===== config.mk =====
export PLATFORM = sky130hd
export DESIGN_NAME = output_drain_dma
export DESIGN_NICKNAME = d
export VERILOG_FILES = /design/src/rtl/output_drain_dma.sv
export SDC_FILE = /design/constraint.sdc
export NUM_CORES = 1
export LEC_CHECK = 0
export CORE_ASPECT_RATIO = 1.4
export CORE_MARGIN = 2
export CORE_UTILIZATION = 50
export CTS_CLUSTER_SIZE = 20
export DETAILED_ROUTE_END_ITERATION = 16
export PLACE_DENSITY = 0.77
export SYNTH_ARGS = -nofsm -noshare
export SYNTH_HDL_FRONTEND = slang
export SYNTH_SLANG_ARGS = --single-unit
export TNS_END_PERCENT = 5

===== constraint.sdc =====
create_clock -name i_clk -period 6.4 [get_ports i_clk]
set_input_delay 1.92 -clock i_clk [delete_from_list [all_inputs] [get_ports i_clk]]
set_output_delay 1.92 -clock i_clk [all_outputs]
set_load 0.02 [all_outputs]

===== src/rtl/output_drain_dma.sv =====
// Output drain engine: reads a finished tile from the accumulator and streams it as addressed 64-bit beats.
// Optional feature macro: DRAIN_PERF_CNT_EN (builds the backpressure stall counter behind o_stall_cycles).
module output_drain_dma #(
    parameter int NUM_ELEMS  = 196,
    parameter int NUM_WORDS  = 25,
    parameter int ADDR_W     = 10,
    parameter int FIFO_DEPTH = 4
) (
    input  logic              i_clk,
    input  logic              i_rst,
    input  logic              i_start,
    input  logic [31:0]       i_dst_base,
    input  logic              i_acc_dma_ready,
    output logic              o_acc_rd_en,
    output logic [ADDR_W-1:0] o_acc_rd_addr,
    input  logic [63:0]       i_acc_rd_data,
    output logic              o_m_valid,
    input  logic              i_m_ready,
    output logic [63:0]       o_m_data,
    output logic [31:0]       o_m_addr,
    output logic [7:0]        o_m_strb,
    output logic              o_m_last,
    output logic              o_busy,
    output logic              o_done,
    output logic [31:0]       o_stall_cycles,
    output logic [2:0]        o_dbg_state
);

    // Output handshake: a beat moves when o_m_valid && i_m_ready; while o_m_valid is high and
    // i_m_ready is low, o_m_valid/data/addr/strb/last hold, and o_m_valid never drops unaccepted.

    typedef enum logic [2:0] {
        S_IDLE     = 3'd0,
        S_WAIT_RDY = 3'd1,
        S_READ     = 3'd2,
        S_FLUSH    = 3'd3,
        S_DONE     = 3'd4
    } state_t;

    localparam int PTR_W    = $clog2(FIFO_DEPTH);
    localparam int CNT_W    = PTR_W + 2;
    localparam int IDX_W    = $clog2(NUM_WORDS + 1);
    localparam int LAST_REM = NUM_ELEMS % 8;
    localparam logic [7:0] LAST_STRB = (LAST_REM == 0) ? 8'hFF : 8'((1 << LAST_REM) - 1);

    state_t             r_state;
    state_t             w_next_state;
    logic [31:0]        r_base;
    logic [IDX_W-1:0]   r_issue_idx;
    logic [IDX_W-1:0]   r_beat_idx;
    logic               r_acc_rd_en;
    logic [ADDR_W-1:0]  r_acc_rd_addr;
    logic [1:0]         r_pipe;
    logic [63:0]        r_mem [FIFO_DEPTH];
    logic [PTR_W-1:0]   r_wr_ptr;
    logic [PTR_W-1:0]   r_rd_ptr;
    logic [CNT_W-1:0]   r_count;

    logic               w_start;
    logic               w_push;
    logic               w_pop;
    logic [CNT_W-1:0]   w_outstanding;
    logic               w_credit;
    logic               w_issue;
    logic               w_issue_last;
    logic               w_last_beat;
    logic               w_drained;

    assign w_start = (r_state == S_IDLE) && i_start;
    assign w_push  = r_pipe[1];
    assign w_pop   = o_m_valid && i_m_ready;

    // Every read not yet popped holds a FIFO slot; a pop this cycle frees one immediately.
    assign w_outstanding = r_count + CNT_W'(r_acc_rd_en) + CNT_W'(r_pipe[0])
                         + CNT_W'(r_pipe[1]) - CNT_W'(w_pop);
    assign w_credit      = w_outstanding < CNT_W'(FIFO_DEPTH);

    assign w_issue      = ((r_state == S_READ) || ((r_state == S_WAIT_RDY) && i_acc_dma_ready))
                        && w_credit && (r_issue_idx < IDX_W'(NUM_WORDS));
    assign w_issue_last = w_issue && (r_issue_idx == IDX_W'(NUM_WORDS - 1));
    assign w_last_beat  = (r_beat_idx == IDX_W'(NUM_WORDS - 1));
    assign w_drained    = w_pop && w_last_beat && (r_pipe == 2'b00) && (r_count == CNT_W'(1));

    always_ff @(posedge i_clk) begin
        if (i_rst) begin
            r_state <= S_IDLE;
        end else begin
            r_state <= w_next_state;
        end
    end

    always_comb begin
        w_next_state = r_state;
        case (r_state)
            S_IDLE:     if (i_start) w_next_state = S_WAIT_RDY;
            S_WAIT_RDY: if (i_acc_dma_ready) w_next_state = w_issue_last ? S_FLUSH : S_READ;
            S_READ:     if (w_issue_last) w_next_state = S_FLUSH;
            S_FLUSH:    if (w_drained) w_next_state = S_DONE;
            S_DONE:     w_next_state = S_IDLE;
            default:    w_next_state = S_IDLE;
        endcase
    end

    always_comb begin
        o_busy      = (r_state != S_IDLE);
        o_done      = (r_state == S_DONE);
        o_dbg_state = r_state;
    end

    always_ff @(posedge i_clk) begin
        if (i_rst) begin
            r_base        <= '0;
            r_issue_idx   <= '0;
            r_beat_idx    <= '0;
            r_acc_rd_en   <= 1'b0;
            r_acc_rd_addr <= '0;
            r_pipe        <= '0;
            r_wr_ptr      <= '0;
            r_rd_ptr      <= '0;
            r_count       <= '0;
        end else begin
            if (w_start) begin
                r_base      <= i_dst_base;
                r_issue_idx <= '0;
                r_beat_idx  <= '0;
            end
            r_acc_rd_en <= w_issue;
            if (w_issue) begin
                r_acc_rd_addr <= ADDR_W'(r_issue_idx);
                r_issue_idx   <= r_issue_idx + 1'b1;
            end
            r_pipe <= {r_pipe[0], r_acc_rd_en};
            if (w_push) begin
                r_wr_ptr <= r_wr_ptr + 1'b1;
            end
            if (w_pop) begin
                r_rd_ptr   <= r_rd_ptr + 1'b1;
                r_beat_idx <= r_beat_idx + 1'b1;
            end
            case ({w_push, w_pop})
                2'b10:   r_count <= r_count + 1'b1;
                2'b01:   r_count <= r_count - 1'b1;
                default: r_count <= r_count;
            endcase
        end
    end

    // Storage needs no reset: the head is only visible while r_count is non-zero.
    always_ff @(posedge i_clk) begin
        if (w_push) begin
            r_mem[r_wr_ptr] <= i_acc_rd_data;
        end
    end

    assign o_acc_rd_en   = r_acc_rd_en;
    assign o_acc_rd_addr = r_acc_rd_addr;

    always_comb begin
        o_m_valid = (r_count != '0);
        o_m_data  = '0;
        o_m_addr  = '0;
        o_m_strb  = '0;
        o_m_last  = 1'b0;
        if (o_m_valid) begin
            o_m_data = r_mem[r_rd_ptr];
            o_m_addr = r_base + (32'(r_beat_idx) << 3);
            o_m_strb = w_last_beat ? LAST_STRB : 8'hFF;
            o_m_last = w_last_beat;
        end
    end

`ifdef DRAIN_PERF_CNT_EN
    logic [31:0] r_stall_cycles;

    always_ff @(posedge i_clk) begin
        if (i_rst) begin
            r_stall_cycles <= '0;
        end else if (w_start) begin
            r_stall_cycles <= '0;
        end else if (o_m_valid && !i_m_ready && (r_stall_cycles != 32'hFFFF_FFFF)) begin
            r_stall_cycles <= r_stall_cycles + 1'b1;
        end
    end

    assign o_stall_cycles = r_stall_cycles;
`else
    assign o_stall_cycles = '0;
`endif

endmodule


==> impl_metrics.toml <==
[floorplan]
num_io_pins = 255
rows = 71
design.core.area_um2 = 26800
die_x_um = 143
dieArea_um2 = 28500
die_h_um = 199
initial_core_util_pct = 50.7

[setup_path]
path_cells = "ha_1 -> inv_1 -> fa_1 -> nor2b_1 -> o31a_1 -> o21ai_2 -> or3_1 -> a21oi_1 -> clkdlybuf4s50_1"
r2r_setup_slack_ns = 2.73
r2r.worst_path.cells = 11
path_class = "flip-flop to primary output"
arrival_ns = 3.56
critPathLaunchType = "flip-flop"
required_ns = 4.48
cp_slowest_cell = "clkdlybuf4s50_1"
end_kind = "primary output"
crit_buf_inv = 2
crit_family = "compound AO/OA/AOI/OAI gates"
slowest_delay_ns = 0.61
reg2reg_from = "r_count[1]"
crit_fanout = 12
r2r-end = "r_issue_idx[2]"

[clock_tree]
cts.sinks = 319
cts_setup_buffers = 0
cts_buffers = 30
clk-insertion-delay-late_ns = 0.54
cts_buffer_depth = 3
cts-htree-levels = 1
root_buffer = "clkbuf_16"
clk_pin_slew_worst_paths_ns = 0.06
ctsHoldBuffers = 0
cts-resized-gates = 0
cts_tree = "done"

[logic_synthesis]
synth_enable_flop_cells = 256
synth_cell_type_count = 57
ys.flop_type = "edfxtp_1"
synth.cell_area_um2 = 13600
synth_cells = 915
async_reset_ff_share_pct = 0
yosysWarnings = 0
ys_seq_area_share_pct = 65.8
postSynthAreaPerCell_um2 = 14.9
ys_ff_latch = 319

[route]
via_per_inst = 5.26
dr.pass1.iters = 4
wl_mm = 27.5
drc = 0
drt_iter0_markers = 396
routedWlPerCell_um = 18.3
vias = 7904
postRouteAntennaNets = 0

[power]
p_int_mw = 4.46
swShare_pct = 31.9
switching_power_mw = 2.09
p_total_mw = 6.55
pwr-share-comb_pct = 37.2
pwr_density_cell_nw_per_um2 = 387
clock_power_share_pct = 26.4
cellLeakagePower_nw = 5.62
pwr-share-seq_pct = 36.4
irDropWorstVdd_v = 0.000295

[timing]
setup_tns_ns = 0
hold_ws_ns = 0.452
relSlewSlack_pct = 31.2
fin_crit_ns = 5.48
worstMarginPinSlew_ns = 1.03
slew_violations = 0
finalHoldViolations = 0
fin_crit_sh_pct = 85.7
rsz0062_at_grt = "no"
fmax_ghz = 0.182
skew_ns = 0.00678
setup_viol = 0

[grt]
gr-usage-all-layers_pct = 19.0
grtUsageMet2_pct = 33.7
antenna_found_initial = 2
grt_max_degree = 66
met3_usage_pct = 5.63
grt_busiest_layer = "met2"
grt_pass1_vias = 7996
grt_util_met1_pct = 22.6
grt_pass1_wl_mm = 42.0
grt_overflow_total = 0

[layout]
drive_above_1_share_pct = 11.5
area.growth.synth_to_final_pct = 24.3
fin_nets = 1243

[placed_design]
port_buffers = 217
hpwl_mm = 16.8
gp_congestion = 0.839

[min_path]
whs_endpoint = "r_base[1]"
hp-class = "flip-flop to flip-flop"
hp-start = "r_base[1]"
hold_depth = 2

[status]
status = "completed"

[run]
maxCapViolCount = 0
## how the worst max path moves through the flow
stage,depth (start not counted),to,startpoint,slack (ns)
floorplan,9,o_m_addr[23],r_beat_idx[0],2.27
detailed placement,10,r_issue_idx[2],i_m_ready,1.18
global placement,10,r_issue_idx[2],i_m_ready,1.31
global route,7,o_m_addr[28],r_beat_idx[1],0.57
finish,9,o_m_addr[31],r_beat_idx[0],0.92
CTS,9,o_m_addr[31],r_beat_idx[0],0.92
## cell type report
cell class	instances	area, um2
diodes	1	2.50
clock buffers	43	870
clock inverters	9	96.3
fillers	1983	9930
inverters	17	63.8
multi-input cells	526	4230
flip-flops and latches	319	8960
well taps	365	457
repair buffers	222	2230
## placed cells by master (no fill, tap or decap), types with 11 or more instances in the layout
cell type,instances
edfxtp_1,256
clkdlybuf4s50_1,216
nand2_1,82
and2_1,72
mux4_2,64
dfxtp_1,61
nor2_1,48
a21oi_1,45
conb_1,37
clkbuf_16,33
ha_1,24
o21ai_0,19
inv_1,16
xor2_1,16
nand3_1,13
or3_1,11
## worst min-delay path: stages, from the launching register on
cell     delay [ns]
dfxtp_1        0.30
nand2_1        0.05
a21oi_1        0.05
## registers in the layout (all words and copies together), names as in the netlist, named ones only
| register | count |
|---|---|
| o_acc_rd_addr | 5 |
| r_rd_ptr | 2 |
| r_count | 4 |
| r_wr_ptr | 2 |
| r_pipe | 2 |
| o_acc_rd_en | 1 |
| r_base | 32 |
| o_dbg_state | 3 |
| r_mem | 256 |
| r_issue_idx | 5 |
| r_beat_idx | 5 |
## per-stage QoR
stage	setup slack, ns	utilization (%)	instance area (um2)	cells
4_1_cts	0.919	63.0	16900	1501
6_report	0.917	63.0	16900	1502
5_1_grt	0.575	63.0	16900	1501
3_5_place_dp	1.18	59.4	15900	1449
2_1_floorplan	2.27	-	13700	951
3_3_place_gp	1.31	59.4	15900	1449
## cells in the mapped netlist (2+ instances only)
| cell | instances | share of area [%] |
|---|---|---|
| a21o_1 | 2 | 0.11 |
| edfxtp_1 | 256 | 57 |
| nand2_1 | 82 | 2.3 |
| nor2_1 | 49 | 1.4 |
| buf_4 | 44 | 2.4 |
| a31oi_1 | 3 | 0.14 |
| clkbuf_1 | 37 | 1.0 |
| or2_2 | 2 | 0.092 |
| inv_1 | 17 | 0.47 |
| nand4_1 | 5 | 0.23 |
| nor2b_1 | 5 | 0.23 |
| buf_2 | 7 | 0.26 |
| a311oi_1 | 2 | 0.13 |
| a211oi_1 | 4 | 0.22 |
| ha_1 | 24 | 2.2 |
| dfxtp_1 | 63 | 9.3 |
| or3_1 | 11 | 0.51 |
| xnor2_1 | 7 | 0.45 |
| o21a_1 | 2 | 0.11 |
| and4_1 | 2 | 0.13 |
| o21bai_1 | 2 | 0.11 |
| mux2i_1 | 8 | 0.59 |
| and3_1 | 3 | 0.14 |
| nand3b_1 | 2 | 0.11 |
| mux4_2 | 64 | 11 |
| nand4b_1 | 4 | 0.26 |
| o211ai_1 | 2 | 0.11 |
| nor3b_1 | 2 | 0.11 |
| fa_1 | 2 | 0.29 |
| xor2_1 | 16 | 1.0 |
| a21boi_0 | 3 | 0.17 |
| a21oi_1 | 45 | 1.7 |
| o2111ai_1 | 6 | 0.39 |
| nand3_1 | 13 | 0.48 |
| nor3_1 | 2 | 0.074 |
| o21ai_0 | 19 | 0.70 |
| and2_1 | 76 | 3.5 |
| nand2b_1 | 3 | 0.14 |
## power groups by stage
stage / Sequential, mW / Combinational (mW) / Clock [mW]
global placement: 2.43 / 2.45 / 0
floorplan: 2.39 / 1.49 / 0
finish: 2.38 / 2.44 / 1.73
CTS: 2.39 / 2.48 / 1.77
global route: 2.39 / 2.63 / 1.84
detailed placement: 2.43 / 2.46 / 0
## cell families (layout without fill, tap and decap cells)
kind of cell	Yosys count	in the layout	synth area share, %
compound gates	99	99	4.44
xor+xnor	24	24	1.65
fa+ha+maj	26	26	2.50
buf+inv	106	291	4.20
flops	319	319	65.8
mux	72	72	11.2
other cells	1	38	0.0276
simple gates	268	268	10.2
## layer usage
metal  vias up  routed length, um
li1       3723                  -
met1      3867              10500
met2       268              14000
met3        44               2370
met4         2                571
met5         -                 11
No activity file was read; power rests on OpenSTA's default activity.
